===== config.mk =====
export PLATFORM = sky130hd
export DESIGN_NAME = wb_regfile
export DESIGN_NICKNAME = d
export VERILOG_FILES = /design/src/rtl/scu_pkg.sv /design/src/rtl/scu_flag_reg.sv /design/src/rtl/wb_regfile.sv
export SDC_FILE = /design/constraint.sdc
export NUM_CORES = 2
export LEC_CHECK = 0
export BUFFER_PORTS_ARGS = -buffer_cell sky130_fd_sc_hd__buf_4
export CAP_MARGIN = 20
export CORE_ASPECT_RATIO = 0.75
export CORE_UTILIZATION = 35
export CTS_BUF_LIST = sky130_fd_sc_hd__clkbuf_4
export DETAILED_ROUTE_END_ITERATION = 10
export PLACE_DENSITY = 0.49
export SLEW_MARGIN = 0
export SYNTH_ARGS = -nofsm -noshare
export SYNTH_HDL_FRONTEND = slang
export SYNTH_SLANG_ARGS = --single-unit

===== constraint.sdc =====
create_clock -name clock -period 3.53 [get_ports clock]
set_clock_uncertainty 0.2 [all_clocks]
set_input_delay 0.706 -clock clock [delete_from_list [all_inputs] [get_ports clock]]
set_output_delay 0.706 -clock clock [all_outputs]
set_load 0.03 [all_outputs]

===== src/rtl/scu_pkg.sv =====
// Shared SCU pipeline constants used by decode, the EX/WB buffer and write-back.
package scu_pkg;
  localparam int DATA_W   = 32;
  localparam int ADDR_W   = 6;
  localparam int NUM_REGS = 64;
  localparam logic [ADDR_W-1:0] REG_ZERO = '0;
endpackage


===== src/rtl/scu_flag_reg.sv =====
// ALU N/Z condition flag register consumed by branch resolution.
module scu_flag_reg (
  input  logic clock,
  input  logic reset,
  input  logic en,
  input  logic n_in,
  input  logic z_in,
  output logic flagN,
  output logic flagZ
);
  logic r_n, r_z;

  always_ff @(posedge clock) begin
    if (reset) begin
      r_n <= 1'b0;
      r_z <= 1'b0;
    end else if (en) begin
      r_n <= n_in;
      r_z <= z_in;
    end
  end

  assign flagN = r_n;
  assign flagZ = r_z;
endmodule


===== src/rtl/wb_regfile.sv =====
// Write-back stage: result select, 64x32 register file with bypassed read
// ports, condition flags and committed-write counter.
module wb_regfile
  import scu_pkg::*;
#(
  parameter int DATA_W = scu_pkg::DATA_W,
  parameter int ADDR_W = scu_pkg::ADDR_W
) (
  input  logic              clock,
  input  logic              reset,
  input  logic              RegWrite_in,
  input  logic              MemToReg_in,
  input  logic [DATA_W-1:0] readData_in,
  input  logic [DATA_W-1:0] aluResult_in,
  input  logic              aluN_in,
  input  logic              aluZ_in,
  input  logic [ADDR_W-1:0] rd_in,
  input  logic [ADDR_W-1:0] rs_addr,
  input  logic [ADDR_W-1:0] rt_addr,
  output logic [DATA_W-1:0] rs_data,
  output logic [DATA_W-1:0] rt_data,
  output logic [DATA_W-1:0] wb_data,
  output logic              flagN,
  output logic              flagZ,
  output logic [31:0]       wb_count
);
  localparam int NREG  = 2 ** ADDR_W;
  localparam int NPORT = 2;

  logic [DATA_W-1:0]             r_regs [NREG];
  logic [31:0]                   r_count;
  logic [DATA_W-1:0]             w_wb;
  logic                          w_commit;
  logic [NPORT-1:0][ADDR_W-1:0]  w_raddr;
  logic [NPORT-1:0][DATA_W-1:0]  w_rdata;

  assign w_wb     = MemToReg_in ? readData_in : aluResult_in;
  assign w_commit = RegWrite_in && (rd_in != ADDR_W'(REG_ZERO));

  // r0 is never written after reset, so the array slot stays zero as well.
  always_ff @(posedge clock) begin
    if (reset) begin
      for (int i = 0; i < NREG; i++) r_regs[i] <= '0;
      r_count <= '0;
    end else if (w_commit) begin
      r_regs[rd_in] <= w_wb;
      r_count       <= r_count + 32'd1;
    end
  end

  assign w_raddr[0] = rs_addr;
  assign w_raddr[1] = rt_addr;

  // Bypass keys on RegWrite_in alone; the r0 case is caught by the first test.
  always_comb begin
    w_rdata = '0;
    for (int p = 0; p < NPORT; p++) begin
      if (w_raddr[p] == ADDR_W'(REG_ZERO))
        w_rdata[p] = '0;
      else if (RegWrite_in && (rd_in == w_raddr[p]))
        w_rdata[p] = w_wb;
      else
        w_rdata[p] = r_regs[w_raddr[p]];
    end
  end

  scu_flag_reg u_flags (
    .clock (clock),
    .reset (reset),
    .en    (RegWrite_in && !MemToReg_in),
    .n_in  (aluN_in),
    .z_in  (aluZ_in),
    .flagN (flagN),
    .flagZ (flagZ)
  );

  assign rs_data  = w_rdata[0];
  assign rt_data  = w_rdata[1];
  assign wb_data  = w_wb;
  assign wb_count = r_count;
endmodule

# Yosys cells after proc, flatten, opt, wreduce, memory -nomap -nowiden
# Memory sizes are Yosys's and may differ from the RTL's.
# Index checks and enable logic that the tools add are counted.
# classes
addsub	1
n_eq_ne	2
muxes	13
reduce_logical	9
# op_table
cell	n
$mux W32	6
$add A32 B1 Y32 const B	1
$reduce_or A32 Y1	1
$eq A6 B6 Y1	2
$logic_not A6 Y1	2
$mux W1	6
$mux W6	1
$reduce_bool A6 Y1	1
$logic_and A1 B1 Y1	4
$logic_not A1 Y1	1
# totals
ff_bits	34
ram_bits	2048
inputBits	88
output_inout_bits	130
word_cells	29
mem_count	1
# mem_list
memory	depth	width	read_ports	rd_clocked_by_memory_dff	write_ports	line_no	rtl
r_regs	64	32	2	0	64	wb_regfile.sv:30	logic [DATA_W-1:0] r_regs [NREG];

# Logic depth before layout (Yosys ltp)
# depth
word_depth	7
mapped_depth	11
mapped_depth_nobuf	6

# Hierarchy
# A second synthesis with hierarchy kept.
# unflattened
cells_unflattened	8073
area_unflattened_um2	108311.4
# by_module_without_submodules
mod	instances	cells_each	area_each_um2	seq_area_each_um2
wb_regfile	1	8067	108243.8	62139.6
scu_flag_reg	1	6	67.6	40.0

# Least setup slack after synthesis
# Ideal clock, no wire load.
# synth_path
kind	input port to output port
from	input port rd_in[4]
to	output port rs_data[18]
t_arrival_ps	2852
required_ps	2624
setup_slack_ps	-228
path_stages	7
path_buffers	2
path_cell_list	clkbuf_1 -> xor2_1 -> nor4_2 -> buf_2 -> a221oi_1 -> and4_1 -> a221oi_1
# synth_via
elab_chain_len	4
# synth_rtl
item	line_no	rtl
from (decl)	wb_regfile.sv:17	input logic [ADDR_W-1:0] rd_in,
$eq A6 B6 Y1	wb_regfile.sv:60	else if (RegWrite_in && (rd_in == w_raddr[p]))
$logic_and A1 B1 Y1	wb_regfile.sv:60	
$mux W32	wb_regfile.sv:60	
$mux W32	wb_regfile.sv:58	if (w_raddr[p] == ADDR_W'(REG_ZERO))
to (decl)	wb_regfile.sv:20	output logic [DATA_W-1:0] rs_data,
# No other way between the ends.

==> qor.yml <==
status:
  status: "complete, but fails checks"
  violations: "negative setup slack"
global_routing:
  grt_max_degree: 111
  grt-ovfl-total: 0
  grt_pass1_wl_um: 691000
  antenna_found_initial: 50
  first_global_vias: 80638
  grt_usage: 0.324
sta:
  grt_setup_unrepaired: "yes"
  fin_setup_tns_ns: -63.71
  relSlewSlack: 0.146
  fin_ws_ns: -1.45
  period_share: 1.41
  final-max-slew-violation-count: 0
  whs_ns: 0.0371
  layout_min_cycle_time_ns: 4.98
  max_freq_ghz: 0.201
  setup-violations-final: 65
  hold_viol_final: 0
  worst_pin_slew_ns: 1.28
drt:
  vias: 85041
  drt-initial-drc-count: 13082
  post_drt_wl_per_cell_um: 37.0
  wl_um: 517000
  drt-pass1-iter-count: 8
  drtAntennaViolNets: 0
  vias_per_cell: 6.09
  drc_errors: 0
final_layout:
  design_area_mm2: 0.137
  num-nets-final: 9549
  drive_above_1_share: 0.383
  syn_to_final_growth_pct: 27.1
  fillers: 27824
min_path:
  hp-class: "in2reg"
floorplan:
  rows: 176
  chipWidth_um: 644
  start_util: 0.352
  coreArea_mm2: 0.307
  io-pin-count: 218
  dieHeight_um: 483
  die-area_mm2: 0.311
placed_design:
  io_buffers: 217
  hpwl_um: 348000
  place_area_mm2: 0.126
  gp_congestion: 0.955
clock_network:
  cts_tree: "yes"
  clk_pin_slew_worst_paths_ns: 0.07
  root_buffer: "clkbuf_4"
  clockBufferDepth: 4
  h-tree-depth: 6
  numCtsBuffers: 563
  cts_sinks: 2082
  insertion_delay_ns: 1.36
synthesis:
  yosysMostFrequentCell: "nor2_1"
  syn_inst: 8044
  avgSynthCellArea_um2: 13.4
  synth_commonest_cells: "nor2_1, edfxtp_1, mux2i_1, mux4_2, clkbuf_1"
  synth_ff_type: "edfxtp_1"
  netlist.area_leader.share: 0.569
  synth_enable_flop_cells: 2048
  yosysSeqAreaShare: 0.575
  yosys_warnings: 0
  synth_area_mm2: 0.108
  yosys.area.top_type: "edfxtp_1"
  synth_area_leaders: "edfxtp_1, mux4_2, nor2_1"
  ys_seq_elements: 2082
  ys_types: 64
  ys_async_sr_fraction: 0
setup_path:
  crit_family: "buffers and inverters"
  cp_max_fo: 2
  critPathLaunchType: "flip-flop"
  worstPathCellList: "mux4_2, a22oi_2, buf_4, nand4_1, buf_6, a311oi_2, buf_4, a221oi_4, buf_6"
  r2r_slack_ns: 1.08
  cp_data_arrival_time_ns: 4.07
  crit_type: "reg2out"
  critPathRequiredTime_ns: 2.62
  cp-end-kind: "primary output"
  max_stage_delay_ns: 0.48
  crit_buf_inv: 4
  crit_slowest_cell: "mux4_2"
power:
  power_leakage_nw: 50.7
  power_mw: 63.3
  vdd_drop_max_mv: 0.300
  power.density_mw_per_mm2: 461
flow_run:
  drv_cap: 0
## layout make-up
class                           instances  area [µm²]  share of cell area
Sequential cell                      2082       62200               0.453
Multi-Input combinational cell       5079       45400               0.330
Timing Repair Buffer                 1697       17600               0.128
Clock buffer                          815        6120              0.0445
Tap cell                             4094        5120              0.0373
Clock inverter                        126         759             0.00553
Inverter                               37         139             0.00101
Antenna cell                           33        82.6            0.000601
## per-stage QoR
step	instances	util	setup slack, ns
5_1_grt	13937	0.448	-1.53
6_report	13963	0.448	-1.45
4_1_cts	13917	0.446	-1.42
3_3_place_gp	12888	0.412	-1.54
3_5_place_dp	12891	0.412	-1.52
2_1_floorplan	8075	-	0.0215
## cells in the final DEF (no fill, tap or decap), types with 45 or more instances in the layout
master	instances
mux2i_1	671
clkbuf_4	816
buf_12	332
clkinv_1	86
nand2b_2	66
o21ai_0	90
nand2_1	197
nor2_1	2068
a21oi_1	72
dlygate4sd3_1	87
buf_4	1174
a22oi_1	233
mux2i_4	49
mux4_2	718
buf_6	86
nand3_1	61
a22oi_2	45
mux2_2	102
o22ai_1	50
edfxtp_1	2048
## worst reg2reg max path: cells and delay by family (launching register included)
| family | cells | cell delay (ns) |
|---|---|---|
| XOR/XNOR | 1 | 0.15 |
| flip-flops | 1 | 0.48 |
| AND/OR/NAND/NOR | 5 | 1.49 |
## final timing paths
path / startpoint / to / cells after the start
worst max-delay path: r_regs[16][29] / rs_data[29] / 9
worst min-delay path: readData_in[16] / r_regs[46][16] / 6
worst max register to register: wb_count[11] / wb_count[31] / 6
worst min register to register: wb_count[8] / wb_count[8] / 2
## flip-flops by register name, indices dropped and copies added, names as in the netlist
signal	cells
u_flags.flagZ	1
r_regs	2048
wb_count	32
u_flags.flagN	1
## cell families (layout without fill, tap and decap cells)
| family | count (synthesis) | in the layout | share of synthesized area |
|---|---|---|---|
| multiplexers | 1546 | 1546 | 0.228 |
| flip-flops | 2082 | 2082 | 0.575 |
| AND/OR/NAND/NOR | 2608 | 2608 | 0.0981 |
| XOR/XNOR | 34 | 34 | 0.00276 |
| adder cells (fa/ha/maj) | 1 | 1 | 0.000116 |
| AO/OA/AOI/OAI | 858 | 858 | 0.0572 |
| other | 1 | 65 | 0.0000347 |
| buffers and inverters | 914 | 2675 | 0.0388 |
## what timing repair did
| item | in CTS | in global routing |
|---|---|---|
| pin swaps | 163 | 75 |
| hold buffers | 104 | 4 |
| resized for setup | 417 | 93 |
| hold endpoints to repair | 1753 | 33 |
| setup endpoints to repair | 64 | 72 |
| buffers inserted | 11 | 23 |
## report_power, final
group	internal (mW)	leakage (nW)	switching, mW
Sequential	28.4	19.7	0.691
Clock	11.2	4.14	11.0
Combinational	4.78	26.8	7.17
## per-layer routing
metal,vias up,track usage,share of wire
li1,33688,-,-
met1,43994,0.447,0.39
met2,6339,0.454,0.41
met3,1004,0.119,0.14
met4,16,0.141,0.049
met5,-,0.00674,0.0011
No activity file was read; power rests on OpenSTA's default activity.
